### config.mk
export PLATFORM = sky130hd
export DESIGN_NAME = cache_rd_resp
export DESIGN_NICKNAME = d
export VERILOG_FILES = /design/src/rtl/cache_rd_resp.sv
export SDC_FILE = /design/constraint.sdc
export NUM_CORES = 1
export LEC_CHECK = 0
export ABC_AREA = 0
export CORE_ASPECT_RATIO = 0.7
export CORE_MARGIN = 2
export CORE_UTILIZATION = 34
export CTS_CLUSTER_DIAMETER = 60
export DETAILED_ROUTE_END_ITERATION = 8
export GPL_TIMING_DRIVEN = 0
export PLACE_DENSITY = 0.88
export SLEW_MARGIN = 25
export SYNTH_ARGS = -nofsm -noshare
export SYNTH_HDL_FRONTEND = slang
export SYNTH_SLANG_ARGS = --single-unit
### constraint.sdc
create_clock -name clk -period 2.1 [get_ports clk]
set_clock_uncertainty 0.05 [all_clocks]
set_input_delay 0.525 -clock clk [delete_from_list [all_inputs] [get_ports clk]]
set_output_delay 0.525 -clock clk [all_outputs]
set_load 0.03 [all_outputs]
### src/rtl/cache_rd_resp.sv
// rtl/cache_rd_resp.sv - cache miss read responder: latency wait, then 1- or 4-beat pipelined memory fetch.
// Optional macro CACHE_RESP_BUBBLE_EN inserts one idle cycle after each non-last beat.
module cache_rd_resp #(
  parameter int LAT = 2
) (
  input  logic        clk,
  input  logic        resetn,
  input  logic        rd_req,
  input  logic [2:0]  rd_type,
  input  logic [31:0] rd_addr,
  output logic        rd_rdy,
  output logic        ret_valid,
  output logic        ret_last,
  output logic [31:0] ret_data,
  output logic        mem_en,
  output logic [31:0] mem_addr,
  input  logic [31:0] mem_rdata
);

  typedef enum logic [1:0] {S_IDLE, S_WAIT, S_BURST} state_t;

  state_t      r_state, w_state_nx;
  logic [3:0]  r_cnt, w_cnt_nx;
  logic [1:0]  r_beat, w_beat_nx;
  logic [31:2] r_addr, w_addr_nx;
  logic [2:0]  r_type, w_type_nx;
`ifdef CACHE_RESP_BUBBLE_EN
  logic        r_gap, w_gap_nx;
`endif

  logic        w_line, w_last, w_mem_en, w_ret_valid, w_ret_last;
  logic [1:0]  w_k;
  logic        w_unused;

  assign w_unused = ^rd_addr[1:0];
  assign w_line   = (r_type == 3'b100);
  assign w_last   = !w_line || (r_beat == 2'd3);
  // Word index being fetched: beat 0 from WAIT, otherwise the beat after the one returning now.
  assign w_k      = (r_state == S_WAIT) ? 2'd0 : r_beat + 2'd1;

  always_ff @(posedge clk or negedge resetn) begin
    if (!resetn) begin
      r_state <= S_IDLE;
      r_cnt   <= '0;
      r_beat  <= '0;
      r_addr  <= '0;
      r_type  <= '0;
`ifdef CACHE_RESP_BUBBLE_EN
      r_gap   <= 1'b0;
`endif
    end else begin
      r_state <= w_state_nx;
      r_cnt   <= w_cnt_nx;
      r_beat  <= w_beat_nx;
      r_addr  <= w_addr_nx;
      r_type  <= w_type_nx;
`ifdef CACHE_RESP_BUBBLE_EN
      r_gap   <= w_gap_nx;
`endif
    end
  end

  always_comb begin
    w_state_nx  = r_state;
    w_cnt_nx    = r_cnt;
    w_beat_nx   = r_beat;
    w_addr_nx   = r_addr;
    w_type_nx   = r_type;
`ifdef CACHE_RESP_BUBBLE_EN
    w_gap_nx    = r_gap;
`endif
    w_mem_en    = 1'b0;
    w_ret_valid = 1'b0;
    w_ret_last  = 1'b0;
    case (r_state)
      S_IDLE: begin
        if (rd_req) begin
          w_addr_nx  = rd_addr[31:2];
          w_type_nx  = rd_type;
          w_cnt_nx   = 4'(LAT);
          w_state_nx = S_WAIT;
        end
      end
      S_WAIT: begin
        if (r_cnt != 4'd0) begin
          w_cnt_nx = r_cnt - 4'd1;
        end else begin
          w_mem_en   = 1'b1;
          w_beat_nx  = 2'd0;
          w_state_nx = S_BURST;
        end
      end
      S_BURST: begin
`ifdef CACHE_RESP_BUBBLE_EN
        if (r_gap) begin
          w_mem_en  = 1'b1;
          w_gap_nx  = 1'b0;
          w_beat_nx = r_beat + 2'd1;
        end else begin
          w_ret_valid = 1'b1;
          w_ret_last  = w_last;
          if (w_last) begin
            w_beat_nx  = 2'd0;
            w_state_nx = S_IDLE;
          end else begin
            w_gap_nx = 1'b1;
          end
        end
`else
        w_ret_valid = 1'b1;
        w_ret_last  = w_last;
        if (w_last) begin
          w_beat_nx  = 2'd0;
          w_state_nx = S_IDLE;
        end else begin
          w_mem_en  = 1'b1;
          w_beat_nx = r_beat + 2'd1;
        end
`endif
      end
      default: w_state_nx = S_IDLE;
    endcase
  end

  assign rd_rdy    = (r_state == S_IDLE);
  assign ret_valid = w_ret_valid;
  assign ret_last  = w_ret_last;
  assign ret_data  = w_ret_valid ? mem_rdata : 32'd0;
  assign mem_en    = w_mem_en;
  assign mem_addr  = !w_mem_en ? 32'd0 :
                     w_line    ? {r_addr[31:4], w_k, 2'b00} : {r_addr[31:2], 2'b00};

endmodule

# ---- Word-level counts from Yosys, hierarchy flattened
# Index checks and enable logic that the tools add are counted.
dict set report totals {
  reg_bits 41
}
dict set report classes {
  n_addsub 2
  n_eq_ne 8
  n_mux 19
  reduce_logical 10
}
# operator count
set ops {}
lappend ops {{$mux W32} 2}
lappend ops {{$mux W2} 6}
lappend ops {{$mux W4} 3}
lappend ops {{$pmux W4 S2} 1}
lappend ops {{$ne A2 B2 Y1 const B} 3}
lappend ops {{$pmux W2 S3} 1}
lappend ops {{$reduce_and A3 Y1} 2}
lappend ops {{$eq A2 B2 Y1 const B} 2}
lappend ops {{$mux W1} 4}
lappend ops {{$pmux W2 S2} 1}
lappend ops {{$reduce_and A2 Y1} 2}
lappend ops {{$reduce_bool A2 Y1} 2}
lappend ops {{$reduce_bool A4 Y1} 1}
lappend ops {{$sub A4 B1 Y4 const B} 1}
lappend ops {{$eq A3 B3 Y1 const B} 1}
lappend ops {{$add A2 B1 Y2 const B} 1}
lappend ops {{$eq A2 B1 Y1 const B} 1}
lappend ops {{$logic_not A2 Y1} 1}
lappend ops {{$ne A2 B1 Y1 const B} 1}
lappend ops {{$pmux W1 S2} 1}
lappend ops {{$logic_not A1 Y1} 1}
lappend ops {{$logic_or A1 B1 Y1} 1}

# ---- Depth between registers and ports, before layout
# Gate-level depths: netlist of run 1.
dict set report logic_depth {
  depth_word 6
  mapped_depth 7
  depth_no_buf 6
}

# ---- Worst setup path before layout of run 1
# Ideal clock, no wire load.
dict set report synth_path {
  path_type {reg-to-output}
  start {register r_state[0]}
  end {output port mem_addr[3]}
  arrival_time_ns 2.068
  slack_ns -0.543
  stages_incl_launch_ff 7
  path_buffers 1
  cell_sequence {dfrtp_1 > inv_1 > ha_1 > clkbuf_1 > nand2_1 > a21boi_2 > a21boi_0}
}
dict set report synth_between {
  elab_chain_cells 4
  elab_cells_between_ends 6
  classes_between {eq/ne: 2; mux: 4}
}
# element line_no
set synth_rtl {}
lappend synth_rtl {{start: declaration} 22} ;# state_t r_state, w_state_nx;
lappend synth_rtl {{start signal: assignment} 52} ;# r_state <= w_state_nx;
lappend synth_rtl {{$eq A2 B1 Y1} {39, 75}}
lappend synth_rtl {{$mux W2} 39} ;# assign w_k = (r_state == S_WAIT) ? 2'd0 : r_beat + 2'd1;
lappend synth_rtl {{$mux W4} 131} ;# w_line ? {r_addr[31:4], w_k, 2'b00} : {r_addr[31:2], 2'b00};
lappend synth_rtl {{$mux W32 *} 130} ;# assign mem_addr = !w_mem_en ? 32'd0 :
lappend synth_rtl {{end: declaration} 16} ;# output logic [31:0] mem_addr,
# Every way passes the cells marked *; elsewhere a longest branch is shown, timed or not.

# ---- Worst setup path in the final report of run 1
dict set report layout_path {
  start {register r_beat[0]}
  end {output port mem_addr[3]}
}
dict set report layout_between {
  elab_chain_cells 5
  elab_cells_between_ends 8
  classes_between {add/sub: 1; eq/ne: 1; mux: 5; reduce/logical: 1}
}
# element line_no
set layout_rtl {}
lappend layout_rtl {{start: declaration} 24} ;# logic [1:0] r_beat, w_beat_nx;
lappend layout_rtl {{start signal: assignment} 54} ;# r_beat <= w_beat_nx;
lappend layout_rtl {{$eq A2 B2 Y1} 37} ;# assign w_last = !w_line || (r_beat == 2'd3);
lappend layout_rtl {{$logic_or A1 B1 Y1} 37}
lappend layout_rtl {{$mux W1} 112} ;# if (w_last) begin
lappend layout_rtl {{$pmux W1 S2} 75} ;# case (r_state)
lappend layout_rtl {{$mux W32 *} 130}
# Marked as above.

==> results of run 1 <==
state kept, by name, indices dropped and copies added (netlist names):
register and count:
r_state 2, r_addr 30, r_beat 2, r_type 3
r_cnt 4
cell families after synthesis:
kind of cell,Yosys count,synth area share [%]
and+or+nand+nor,86,23.9
DFF,41,44.9
muxes,36,17.6
buffers and inverters,19,3.94
AOI/OAI and AO/OA,17,5.20
adders and majority gates,7,3.83
other,1,0.164
xor gates and xnor gates,1,0.383
layout make-up:
cell class,instances,area (µm²)
tap,91,114
fill,494,2060
multi-input combinational,149,1350
inverter,5,18.8
buffer,13,125
timing repair buffer,154,1600
sequential,41,1030
clock buffer,8,80.1
cells in the final DEF, fill, tap and decap left out, types with 2 or more instances in the layout:
master	n
sky130_fd_sc_hd__buf_6	68
sky130_fd_sc_hd__clkdlybuf4s50_1	66
sky130_fd_sc_hd__dfrtp_1	41
sky130_fd_sc_hd__and2_4	39
sky130_fd_sc_hd__mux2_2	33
sky130_fd_sc_hd__buf_4	18
sky130_fd_sc_hd__and2_2	15
sky130_fd_sc_hd__and2_1	8
sky130_fd_sc_hd__buf_2	6
sky130_fd_sc_hd__o21ai_0	5
sky130_fd_sc_hd__clkbuf_8	5
sky130_fd_sc_hd__buf_8	4
sky130_fd_sc_hd__ha_1	4
sky130_fd_sc_hd__inv_1	3
sky130_fd_sc_hd__nor2_1	3
sky130_fd_sc_hd__nand3_1	3
sky130_fd_sc_hd__a22o_1	3
sky130_fd_sc_hd__a21oi_1	3
sky130_fd_sc_hd__clkbuf_1	3
sky130_fd_sc_hd__inv_2	2
sky130_fd_sc_hd__nand2_2	2
sky130_fd_sc_hd__nand2b_1	2
sky130_fd_sc_hd__nand3b_1	2
sky130_fd_sc_hd__mux2i_1	2
sky130_fd_sc_hd__nor2b_1	2
sky130_fd_sc_hd__nor3_1	2
sky130_fd_sc_hd__ha_2	2
sky130_fd_sc_hd__conb_1	2
worst max-delay path: stages, from the launching register on:
cell and delay [ns]:
sky130_fd_sc_hd__dfrtp_1 0.40, sky130_fd_sc_hd__ha_2 0.21, sky130_fd_sc_hd__nor4b_4 0.30, sky130_fd_sc_hd__nand2_2 0.13, sky130_fd_sc_hd__a21boi_4 0.20, sky130_fd_sc_hd__buf_12 0.14, sky130_fd_sc_hd__buf_4 0.11, sky130_fd_sc_hd__a21boi_2 0.15
sky130_fd_sc_hd__buf_6 0.15
power breakdown:
part,total [W],switching [W],internal (W)
logic,0.00298,0.00141,0.00157
clock network,0.000514,0.000277,0.000237
registers,0.00142,0.000244,0.00118
metal layers:
layer  part of all wire, %  routed length (µm)  vias up
met5                     0                   0        -
met4                   1.4                 109        0
met3                   5.9                 456       13
met2                    49                3820       86
met1                    43                3350     1049
li1                      -                   -     1010
stage by stage:
stage | instance area [µm²] | util [%] | total power, W | hold WS (ns)
2_1_floorplan | 2390 | - | 0.00304 | 0.179
3_3_place_gp | 3840 | 60.3 | 0.00378 | 0.428
3_5_place_dp | 3860 | 60.6 | 0.00390 | 0.435
4_1_cts | 4130 | 64.9 | 0.00465 | 0.163
5_1_grt | 4310 | 67.7 | 0.00522 | 0.160
6_report | 4310 | 67.7 | 0.00492 | 0.140
worst max path at each step:
| stage | cells after the start | slack [ns] | from | to |
|---|---|---|---|---|
| finish | 8 | -0.55 | r_beat[0]$_DFFE_PN0P_ | mem_addr[3] |
| global route | 9 | -0.59 | r_cnt[1]$_DFFE_PN0P_ | mem_addr[17] |
| CTS | 8 | -0.53 | r_beat[0]$_DFFE_PN0P_ | mem_addr[3] |
| detailed placement | 7 | -0.88 | r_beat[0]$_DFFE_PN0P_ | mem_addr[8] |
| global placement | 8 | -0.89 | r_cnt[1]$_DFFE_PN0P_ | mem_addr[2] |
| floorplan | 6 | 0.004 | r_beat[0]$_DFFE_PN0P_ | mem_addr[2] |
timing repair:
action	CTS	global route
pin swaps	4	4
setup buffers	8	10
setup endpoints to repair	66	79
gates cloned	2	0
hold buffers	0	0
resized for setup	458	51
==> qor_table.md, run 1 <==
| Step | Parameter | Reported |
|:---|:---|:---|
| cts | Total number of H-tree levels | 2 |
| setup path | Critical path startpoint category | flop |
| setup path | Worst reg2reg path endpoint | r_state[0]$_DFFE_PN0P_ |
| detailed routing | Via Count | 2158 |
| setup path | R2R cell count | 9 |
| pwr | VDD IR max | 0.523 mV |
| place | Number of port buffers | 133 |
| yosys | Gate count of the mapped netlist | 208 |
| grt | Most utilized layer in the global route result | met2 |
| detailed routing | Average wire per standard cell | 16.8 µm |
| sta | Max-slew headroom | 65.4% |
| grt | Vias in the first global route | 2230 |
| yosys | Synthesized area divided by synthesized cell count | 11.0 µm² |
| yosys | Flip-flop cell with the highest count after synthesis | sky130_fd_sc_hd__dfrtp_1 |
| cts | CTS buffer count | 5 |
| setup path | Reg-to-reg setup timing slack | 0.03 ns |
| place | HPWL after DPL | 5150 µm |
| detailed routing | Aggregate routed wire length | 7730 µm |
| grt | Global-route wire length before repair | 11500 µm |
| run status | Outcome | finished, violations left |
| detailed routing | Number of remaining DRC errors | 0 |
| floorplan | Chip Height | 72.6 µm |
| place | Dpl ws | -0.882 ns |
| yosys | Most common cell in the netlist | sky130_fd_sc_hd__and2_1 |
| detailed routing | Remaining antenna violation count after routing | 0 |
| finish | Diodes inserted | 0 |
| sta | Min Tclk post-route | 2.65 ns |
| cts | Total number of clock tree sinks | 41 |
| detailed routing | Detail-routed via count per cell | 4.68 |
| setup path | Critical path endpoint category | output pin |
| grt | Met2 GRT Util | 32.2% |
| detailed routing | Violation count after the first detailed-route iteration | 84 |
| grt | Overall routing resource usage | 20.3% |
| yosys | Post-synthesis instance area | 0.00228 mm² |
| sta | Slew at the pin closest to its max-slew limit | 0.519 ns |
| worst hold path | Worst hold path class | in2async |
| yosys | Most common library cells after synthesis | 61 x sky130_fd_sc_hd__and2_1, 41 x sky130_fd_sc_hd__dfrtp_1, 33 x sky130_fd_sc_hd__mux2_2, 7 x sky130_fd_sc_hd__ha_1, 6 x sky130_fd_sc_hd__buf_2 |
| grt | Maximum number of pins on one net before global-route repair | 23 |
| yosys | Number of enable flip-flop cells after synthesis | 0 |
| cts | Insertion delay of the later-clocked pin in the worst-skew pair | 0.30 ns |
| yosys | Share of synthesized flip-flops with an asynchronous set or reset | 100% |
| run status | Violations in the final reports | negative setup slack |
| floorplan | Die X | 102 µm |
| finish | Final Non-Filler Cells | 461 |
| sta | Setup repair after global routing missed its margin | yes |
| setup path | Worst Path Max Fanout | 6 |
| floorplan | Overall die area | 0.00740 mm² |
| sta | Final WS setup | -0.547 ns |
| grt | Met3 routing resource usage after global routing | 5.46% |
| floorplan | Floorplan Core Area | 0.00637 mm² |
| yosys | Syn. warnings | 0 |
| yosys | Cell type contributing the most total cell area after synthesis | sky130_fd_sc_hd__dfrtp_1 |
| sta | Count of endpoints failing setup in the final report | 52 |
| setup path | Worst r2r src | r_state[0]$_DFFE_PN0P_ |
| sta | Hold Fails Final Rpt | 0 |
| place | Routability congestion estimate | 0.838 |
| sta | Fin crit share | 126% |
| yosys | Number of different library cells in the post-synthesis netlist | 34 |
| finish | Area added between synthesis and finish | 88.6% |
| setup path | Required time of the critical path | 1.52 ns |
| yosys | Post-synthesis sequential area ratio | 44.9% |
| sta | Aggregate negative setup slack | -17.85 ns |
| cts | Max Buffers Root-to-Sink | 2 |
| yosys | Area contributors post-synth | sky130_fd_sc_hd__dfrtp_1 45%, sky130_fd_sc_hd__and2_1 17%, sky130_fd_sc_hd__mux2_2 16% |
| sta | Achievable Freq | 0.378 GHz |
| setup path | Crit Path Category | reg2out |
| finish | Fraction of final layout cells sized beyond drive strength 1 | 55.9% |
| grt | Total congestion overflow | 0 |
| floorplan | Starting Density | 35.9% |
| yosys | Number of storage elements in the synthesis netlist | 41 |
| cts | Worst-path clk slew | 0.09 ns |
| setup path | Arr. time, crit path | 2.07 ns |
| sta | Final slew viol count | 0 |
| detailed routing | DRT Pass-1 Iters | 4 |
| floorplan | Placement Rows | 24 |
| run | Total of max-cap violations | 0 |
| floorplan | Count of boundary I/O pins | 138 |
| grt | Number of antenna violations at the first check in global routing | 0 |
| cts | CTS tree | done |
| yosys | Fraction of synthesized cell area taken by the top area cell type | 44.9% |
| grt | Met1 usage | 27.7% |
| cts | Root buf cell | sky130_fd_sc_hd__clkbuf_8 |
| place | Number of instances in the placed design | 434 |
| pwr | Leakage power of the design | 1.96 nW |
| pwr | Ratio of total power to cell area | 1140 mW/mm² |
| finish | Number of nets in the finished design | 446 |
No activity file was read; power rests on OpenSTA's default activity.
==> inputs of run 2 (changes only) <==
Settings changed: CORE_MARGIN 2 to 5.
==> run 2 against run 1 <==
The flow still finishes with violations (negative setup slack); global-route usage shrank 2.7 points; fmax grew 2.4%; critical path type unchanged; largest cell class unchanged; sequential power is essentially flat; non-clock buffer count shrank 6; register-to-register slack gained 0.19 ns; critical endpoint is now mem_addr[10]; worst setup slack gained 0.061 ns; clock power is essentially flat.
==> qor_table.md, run 2 (synthesis gave the netlist of run 1 again) <==
| Step | Parameter | Reported | vs previous |
|:---|:---|:---|:---|
| sta | Max-slew headroom | 66.0% | +0.59 points |
| pwr | Net switching share of the total power | 39.1% | -0.16 points |
| pwr | VDD IR max | 0.571 mV | +9.2% |
| cts | CTS buffer count | 5 | unchanged |
| place | Dpl ws | -0.857 ns | +0.0246 ns |
| floorplan | Overall die area | 0.00849 mm² | +15% |
| sta | Min Tclk post-route | 2.59 ns | -0.0610 ns |
| setup path | Cells traversed along the worst timing path | inv_2 > ha_4 > nor3b_4 > nand2_2 > a21boi_4 > buf_6 > buf_6 > and2_2 > buf_6 |  |
| sta | Final slew viol count | 0 | unchanged |
| worst hold path | Worst hold path class | in2async |  |
| place | Routability congestion estimate | 0.753 | -10% |
| pwr | PnR Total Power | 0.00485 W | -1.4% |
| finish | Register area | 0.00103 mm² | unchanged |
| detailed routing | Aggregate routed wire length | 7380 µm | -4.5% |
| cts | Worst-path clk slew | 0.09 ns | about the same |
| finish | Final non-filler cell area | 0.00429 mm² | -0.52% |
| setup path | Most used cell along the critical path | sky130_fd_sc_hd__buf_6 |  |
| finish | Multi-input gate area in the final layout | 0.00139 mm² | +3.3% |
| finish | Commonest non-fill, non-tap cell in the layout | sky130_fd_sc_hd__buf_6 |  |
| finish | Largest Register | r_addr |  |
| finish | Area added between synthesis and finish | 87.6% |  |
| detailed routing | Average wire per standard cell | 16.1 µm | -3.9% |
| sta | Aggregate negative setup slack | -14.38 ns | +3.48 ns |
| floorplan | Die X | 108 µm | +5.9% |
| pwr | Switching power | 0.00189 W | -1.8% |
| finish | Registers with the highest flip-flop counts | r_addr: 30 flops, r_cnt: 4 flops, r_type: 3 flops |  |
| setup path | Kind of cell adding the most delay to the critical path | buffers and inverters |  |
| pwr | Logic pwr share | 59.9% | -0.7 points |
| floorplan | Count of boundary I/O pins | 138 | unchanged |
| cts | Max Buffers Root-to-Sink | 2 | unchanged |
| detailed routing | Via Count | 2135 | -1.1% |
| detailed routing | DRT Pass-1 Iters | 4 | unchanged |
| grt | Total congestion overflow | 0 | unchanged |
| place | HPWL after DPL | 5380 µm | +4.6% |
| finish | Largest register FFs | 30 | unchanged |
| sta | Slew at the pin closest to its max-slew limit | 0.505 ns | -0.0141 ns |
| setup path | Required time of the critical path | 1.52 ns | about the same |
| pwr | Leakage power of the design | 1.94 nW | -1.1% |
| place | Number of port buffers | 133 | unchanged |
| sta | Final WS setup | -0.486 ns | +0.0610 ns |
| place | Placed instance area | 0.00386 mm² | about the same |
| run status | Violations in the final reports | negative setup slack |  |
| setup path | Worst reg2reg path endpoint | r_state[0]$_DFFE_PN0P_ |  |
| finish | Fraction of final layout cells sized beyond drive strength 1 | 56.9% | +0.92 points |
| setup path | Worst r2r src | r_cnt[1]$_DFFE_PN0P_ |  |
| floorplan | Placement Rows | 25 | +4.2% |
| grt | Number of antenna violations at the first check in global routing | 0 | unchanged |
| finish | Leading cell types in the layout, fill and taps excluded | 68 x sky130_fd_sc_hd__buf_6, 66 x sky130_fd_sc_hd__clkdlybuf4s50_1, 55 x sky130_fd_sc_hd__and2_4 |  |
| grt | Vias in the first global route | 2392 | +7.3% |
| floorplan | Floorplan Core Area | 0.00663 mm² | +4.2% |
| cts | Insertion delay of the later-clocked pin in the worst-skew pair | 0.29 ns | about the same |
| cts | Total number of H-tree levels | 2 | unchanged |
| setup path | Critical path's largest stage delay | 0.43 ns | +0.03 ns |
| grt | Maximum number of pins on one net before global-route repair | 29 | +26% |
| setup path | R2R cell count | 6 | -3 |
| run status | Outcome | finished, violations left |  |
| cts | Root buf cell | sky130_fd_sc_hd__clkbuf_8 |  |
| sta | Hold Fails Final Rpt | 0 | unchanged |
| detailed routing | Remaining antenna violation count after routing | 0 | unchanged |
| grt | Overall routing resource usage | 17.6% | -2.7 points |
| setup path | Worst path slowest cell | sky130_fd_sc_hd__dfrtp_1 |  |
| setup path | Crit Path Category | reg2out |  |
| pwr | Ratio of total power to cell area | 1130 mW/mm² | -0.85% |
| floorplan | Starting Density | 34.5% | -1.4 points |
| finish | Number of nets in the finished design | 440 | -1.3% |
| pwr | Sequential cell fraction of total power | 29.5% | +0.6 points |
| pwr | Clock network fraction of total power | 10.6% | +0.2 points |
| run | Total of max-cap violations | 0 | unchanged |
| cts | Total number of clock tree sinks | 41 | unchanged |
| setup path | Reg-to-reg setup timing slack | 0.22 ns | +0.19 ns |
| setup path | Number of buffers and inverters on the critical path | 4 | +1 |
| finish | Count of filler cells inserted in the layout | 558 | +13% |
| sta | Setup repair after global routing missed its margin | yes |  |
| sta | Count of endpoints failing setup in the final report | 32 | -38% |
| cts | CTS tree | done |  |
| pwr | Internal Dissipation | 0.00295 W | -1.1% |
| floorplan | Chip Height | 78.6 µm | +8.3% |
| setup path | Arr. time, crit path | 2.01 ns | -0.06 ns |
| detailed routing | Detail-routed via count per cell | 4.66 | -0.42% |
| grt | Global-route wire length before repair | 11900 µm | +3.5% |
| setup path | Critical path startpoint category | flop |  |
| detailed routing | Violation count after the first detailed-route iteration | 50 | -40% |
| finish | Diodes inserted | 0 | unchanged |
| sta | Fin crit share | 123% | -2.9 points |
| detailed routing | Number of remaining DRC errors | 0 | unchanged |
| setup path | Worst Path Max Fanout | 5 | -1 |
| setup path | Critical path endpoint category | output pin |  |
| sta | Achievable Freq | 0.387 GHz | +2.4% |
## run 2: changes by cell type in the layout (fill, tap and decap cells not counted), sizes merged
cell    previous run  this run
clkinv             0         2
clkbuf             9         7
buf               98        92
## run 2: power by group through the flow
stage          Clock [W]  Sequential [W]  Combinational [W]
2_1_floorplan          0         0.00136            0.00169
3_3_place_gp           0         0.00140            0.00238
3_5_place_dp           0         0.00143            0.00247
4_1_cts         0.000529         0.00143            0.00273
5_1_grt         0.000569         0.00148            0.00310
6_report        0.000512         0.00143            0.00291
## run 2: through the flow
step | instances | utilization [%] | hold WS [ns]
6_report | 458 | 64.6 | 0.0725
3_3_place_gp | 436 | 57.9 | 0.429
4_1_cts | 454 | 62.7 | 0.0869
5_1_grt | 458 | 64.6 | 0.0936
2_1_floorplan | 209 | - | 0.179
3_5_place_dp | 437 | 58.2 | 0.401
## run 2: worst register-to-register path, stage by stage, from the launching register on
cell	delay (ns)
sky130_fd_sc_hd__dfrtp_1	0.43
sky130_fd_sc_hd__inv_2	0.10
sky130_fd_sc_hd__ha_4	0.14
sky130_fd_sc_hd__or3b_4	0.42
sky130_fd_sc_hd__and2_4	0.20
sky130_fd_sc_hd__nor3_2	0.11
sky130_fd_sc_hd__mux2_1	0.33
## run 2: repair_timing
action	in CTS	in global routing
cloned	3	0
pin swaps	19	2
resized for setup	474	53
endpoints found under the setup margin	66	65
setup buffers	7	6
hold buffers	0	0
## run 2: area by class of cell
class | instances | share of cell area [%]
buffer | 13 | 2.83
clock buffer | 6 | 1.69
timing repair buffer | 148 | 35.7
sequential | 41 | 23.9
multi-input combinational | 149 | 32.4
inverter | 5 | 0.438
tap | 94 | 2.74
clock inverter | 2 | 0.234
## run 2: worst max-delay path by stage
stage	start	end	slack (ns)	depth (start not counted)
global route	r_beat[0]$_DFFE_PN0P_	mem_addr[22]	-0.58	8
global placement	r_beat[0]$_DFFE_PN0P_	mem_addr[2]	-0.86	7
detailed placement	r_beat[0]$_DFFE_PN0P_	mem_addr[2]	-0.86	7
finish	r_cnt[1]$_DFFE_PN0P_	mem_addr[10]	-0.49	9
CTS	r_beat[0]$_DFFE_PN0P_	mem_addr[10]	-0.50	8
floorplan	r_beat[0]$_DFFE_PN0P_	mem_addr[2]	0.004	6
## run 2: routing by layer
layer	part of all wire, %	GRT usage [%]
met5	0	0
met4	1.5	3.53
met3	5.9	5.26
met2	53	31.0
met1	40	21.5
==> inputs of run 3 (changes only) <==
Settings changed: CTS_BUF_LIST set to sky130_fd_sc_hd__clkbuf_8 sky130_fd_sc_hd__clkbuf_16.
Clock period 2.1 ns to 2.26 ns, I/O delays scaled along.
==> run 3 against run 2 <==
The flow still finishes with violations (negative setup slack); wire length fell by 11%; combinational power decreased by 19%; non-clock buffer count shrank 7; flip-flop and latch count stayed put; first-iteration DRC count fell by 24%; register-to-register slack better by 0.13 ns; worst setup slack improved by 0.13 ns; global-route usage fell by 2.0 points; critical path depth is 1 lower; die area is the same; critical path type unchanged; largest cell class unchanged; largest power group unchanged; highest routed layer unchanged.
==> qor_table.md, run 3 (synthesis gave the netlist of run 1 again) <==
| Step | Parameter | Reported | vs previous |
|:---|:---|:---|:---|
| run status | Outcome | finished, violations left |  |
| run status | Violations in the final reports | negative setup slack |  |
| finish | Number of nets in the finished design | 433 | -1.6% |
| detailed routing | Violation count after the first detailed-route iteration | 38 | -24% |
| pwr | Clock network fraction of total power | 14.2% | +3.6 points |
| setup path | Crit Path Category | reg2out |  |
| sta | Count of endpoints failing setup in the final report | 31 | -3.1% |
| pwr | VDD IR max | 0.485 mV | -15% |
| sta | Achievable Freq | 0.382 GHz |  |
| setup path | Required time of the critical path | 1.64 ns | +0.12 ns |
| cts | Insertion delay of the later-clocked pin in the worst-skew pair | 0.29 ns | about the same |
| setup path | Arr. time, crit path | 2.00 ns | about the same |
| pwr | Internal Dissipation | 0.00266 W | -9.9% |
| detailed routing | Remaining antenna violation count after routing | 0 | unchanged |
| worst hold path | Worst hold path class | in2async |  |
| detailed routing | Average wire per standard cell | 14.5 µm | -10% |
| detailed routing | Number of remaining DRC errors | 0 | unchanged |
| finish | Diodes inserted | 0 | unchanged |
| place | HPWL after DPL | 5080 µm | -5.6% |
| detailed routing | Highest metal layer with signal wires | met4 |  |
| cts | Total number of H-tree levels | 2 | unchanged |
| sta | Hold Fails Final Rpt | 0 | unchanged |
| grt | Vias in the first global route | 2141 | -10% |
| grt | Maximum number of pins on one net before global-route repair | 26 | -10% |
| setup path | Worst reg2reg path endpoint | r_state[0]$_DFFE_PN0P_ |  |
| floorplan | Count of boundary I/O pins | 138 | unchanged |
| pwr | Logic pwr share | 55.1% | -4.8 points |
| pwr | Net switching share of the total power | 37.8% | -1.3 points |
| pwr | Switching power | 0.00161 W | -15% |
| cts | Max Buffers Root-to-Sink | 2 | unchanged |
| sta | Slew at the pin closest to its max-slew limit | 0.648 ns | +0.143 ns |
| setup path | Worst Path Max Fanout | 10 | +5 |
| grt | Total congestion overflow | 0 | unchanged |
| floorplan | Overall die area | 0.00849 mm² | unchanged |
| cts | CTS buffer count | 5 | unchanged |
| finish | Final non-filler cell area | 0.00403 mm² | -6.0% |
| setup path | R2R cell count | 6 | unchanged |
| finish | Utilization of the core after routing | 60.8% | -3.8 points |
| sta | Final worst hold slack | 0.248 ns | +0.175 ns |
| grt | Overall routing resource usage | 15.6% | -2.0 points |
| finish | Count of filler cells inserted in the layout | 567 | +1.6% |
| setup path | Reg-to-reg setup timing slack | 0.35 ns | +0.13 ns |
| grt | Number of antenna violations at the first check in global routing | 0 | unchanged |
| cts | CTS tree | done |  |
| detailed routing | Routed length on met1 | 2700 µm | -8.1% |
| detailed routing | DRT Pass-1 Iters | 4 | unchanged |
| finish | Commonest non-fill, non-tap cell in the layout | sky130_fd_sc_hd__clkdlybuf4s50_1 |  |
| finish | Registers with the highest flip-flop counts | r_addr: 30 flops, r_cnt: 4 flops, r_type: 3 flops |  |
| setup path | Critical path endpoint category | output pin |  |
| place | Routability congestion estimate | 0.754 | about the same |
| place | Placed instance area | 0.00381 mm² | -1.1% |
| pwr | Leakage power of the design | 1.84 nW | -4.8% |
| cts | Worst-path clk slew | 0.08 ns | about the same |
| detailed routing | Via Count | 2017 | -5.5% |
| detailed routing | Wire length on met2 | 3330 µm | -15% |
| setup path | Critical path startpoint category | flop |  |
| finish | Multi-input gate area in the final layout | 0.00128 mm² | -8.0% |
| finish | Largest Register | r_addr |  |
| sta | Min Tclk post-route | 2.62 ns |  |
| detailed routing | Met3 wirelength from detailed routing | 477 µm | +10% |
| setup path | Worst r2r src | r_cnt[0]$_DFFE_PN0P_ |  |
| sta | Max-slew headroom | 56.8% | -9.2 points |
| floorplan | Placement Rows | 25 | unchanged |
| run | Total of max-cap violations | 0 | unchanged |
| floorplan | Floorplan Core Area | 0.00663 mm² | unchanged |
| pwr | Sequential cell fraction of total power | 30.7% | +1.2 points |
| floorplan | Starting Density | 34.5% | unchanged |
| sta | Fin crit share | 116% |  |
| finish | Leading cell types in the layout, fill and taps excluded | 66 x sky130_fd_sc_hd__clkdlybuf4s50_1, 41 x sky130_fd_sc_hd__dfrtp_1, 33 x sky130_fd_sc_hd__buf_6, 33 x sky130_fd_sc_hd__and2_1, 33 x sky130_fd_sc_hd__mux2_2 |  |
| detailed routing | Aggregate routed wire length | 6540 µm | -11% |
| sta | Setup repair after global routing missed its margin | yes |  |
| finish | Fraction of final layout cells sized beyond drive strength 1 | 47.1% | -9.8 points |
| floorplan | Chip Height | 78.6 µm | unchanged |
| place | Number of port buffers | 133 | unchanged |
| grt | Global-route wire length before repair | 10700 µm | -10% |
| cts | Total number of clock tree sinks | 41 | unchanged |
| cts | Root buf cell | sky130_fd_sc_hd__clkbuf_8 |  |
| finish | Register area | 0.00103 mm² | unchanged |
| pwr | Ratio of total power to cell area | 1060 mW/mm² | -6.2% |
| finish | Largest register FFs | 30 | unchanged |
| floorplan | Die X | 108 µm | unchanged |
| sta | Final WS setup | -0.357 ns | +0.129 ns |
| finish | Area added between synthesis and finish | 76.4% |  |
| detailed routing | Detail-routed via count per cell | 4.47 | -4.1% |
| sta | Final slew viol count | 0 | unchanged |
| place | Dpl ws | -0.842 ns | +0.0157 ns |
## run 3: cell count changes in the layout (fill, tap and decap cells not counted), sizes merged
cell           before  now
clkdlybuf4s15       1    3
clkinv              2    0
inv                 5    6
buf                92   80
bufinv              0    1
clkbuf              7   10
## run 3: layout make-up
type,instances,share of cell area (%)
repair buffers,141,33.9
multi-input cells,149,31.7
flip-flops and latches,41,25.5
well taps,94,2.92
plain buffers,13,2.64
clock buffers,6,2.05
clock inverters,2,0.838
inverters,5,0.466
## run 3: timing repair
| action | CTS | global route |
|---|---|---|
| setup endpoints to repair | 66 | 64 |
| cloned | 2 | 0 |
| buffers inserted | 5 | 0 |
| resized for setup | 439 | 7 |
| hold buffers | 0 | 0 |
| pin swaps | 16 | 2 |
## run 3: worst max-delay path by stage
stage,from,to,slack [ns],cells after the start
after floorplan,r_beat[0]$_DFFE_PN0P_,mem_addr[22],0.01,6
after global placement,r_beat[0]$_DFFE_PN0P_,mem_addr[2],-0.87,7
after detailed placement,r_beat[0]$_DFFE_PN0P_,mem_addr[8],-0.84,7
after CTS,r_beat[0]$_DFFE_PN0P_,mem_addr[24],-0.34,8
after global routing,r_beat[0]$_DFFE_PN0P_,mem_addr[29],-0.46,8
final,r_beat[0]$_DFFE_PN0P_,mem_addr[27],-0.36,8
## run 3: per-stage QoR
step	instances	TNS (ns)	power [W]
finish	451	-10.51	0.00428
global route	451	-13.32	0.00457
CTS	452	-9.85	0.00430
detailed placement	437	-35.67	0.00352
global placement	436	-54.35	0.00343
floorplan	209	0	0.00275
## run 3: power by group through the flow
stage / sequential [W] / clock, W / combinational [W]
6_report: 0.00131 / 0.000607 / 0.00236
5_1_grt: 0.00136 / 0.000657 / 0.00255
4_1_cts: 0.00131 / 0.000628 / 0.00237
3_5_place_dp: 0.00129 / 0 / 0.00222
3_3_place_gp: 0.00127 / 0 / 0.00215
2_1_floorplan: 0.00124 / 0 / 0.00151
## run 3: layer usage
layer  vias to the layer above  global-route usage, %
li1                        989                      -
met1                       965                   18.3
met2                        57                   27.6
met3                         6                   5.75
met4                         0                   2.52
met5                         -                      0
## run 3: critical path: stages, from the launching register on
cell	delay, ns
sky130_fd_sc_hd__dfrtp_1	0.40
sky130_fd_sc_hd__ha_2	0.21
sky130_fd_sc_hd__nor4b_4	0.25
sky130_fd_sc_hd__nand2_1	0.14
sky130_fd_sc_hd__a21boi_4	0.19
sky130_fd_sc_hd__buf_12	0.14
sky130_fd_sc_hd__buf_8	0.11
sky130_fd_sc_hd__and2_2	0.15
sky130_fd_sc_hd__buf_6	0.12
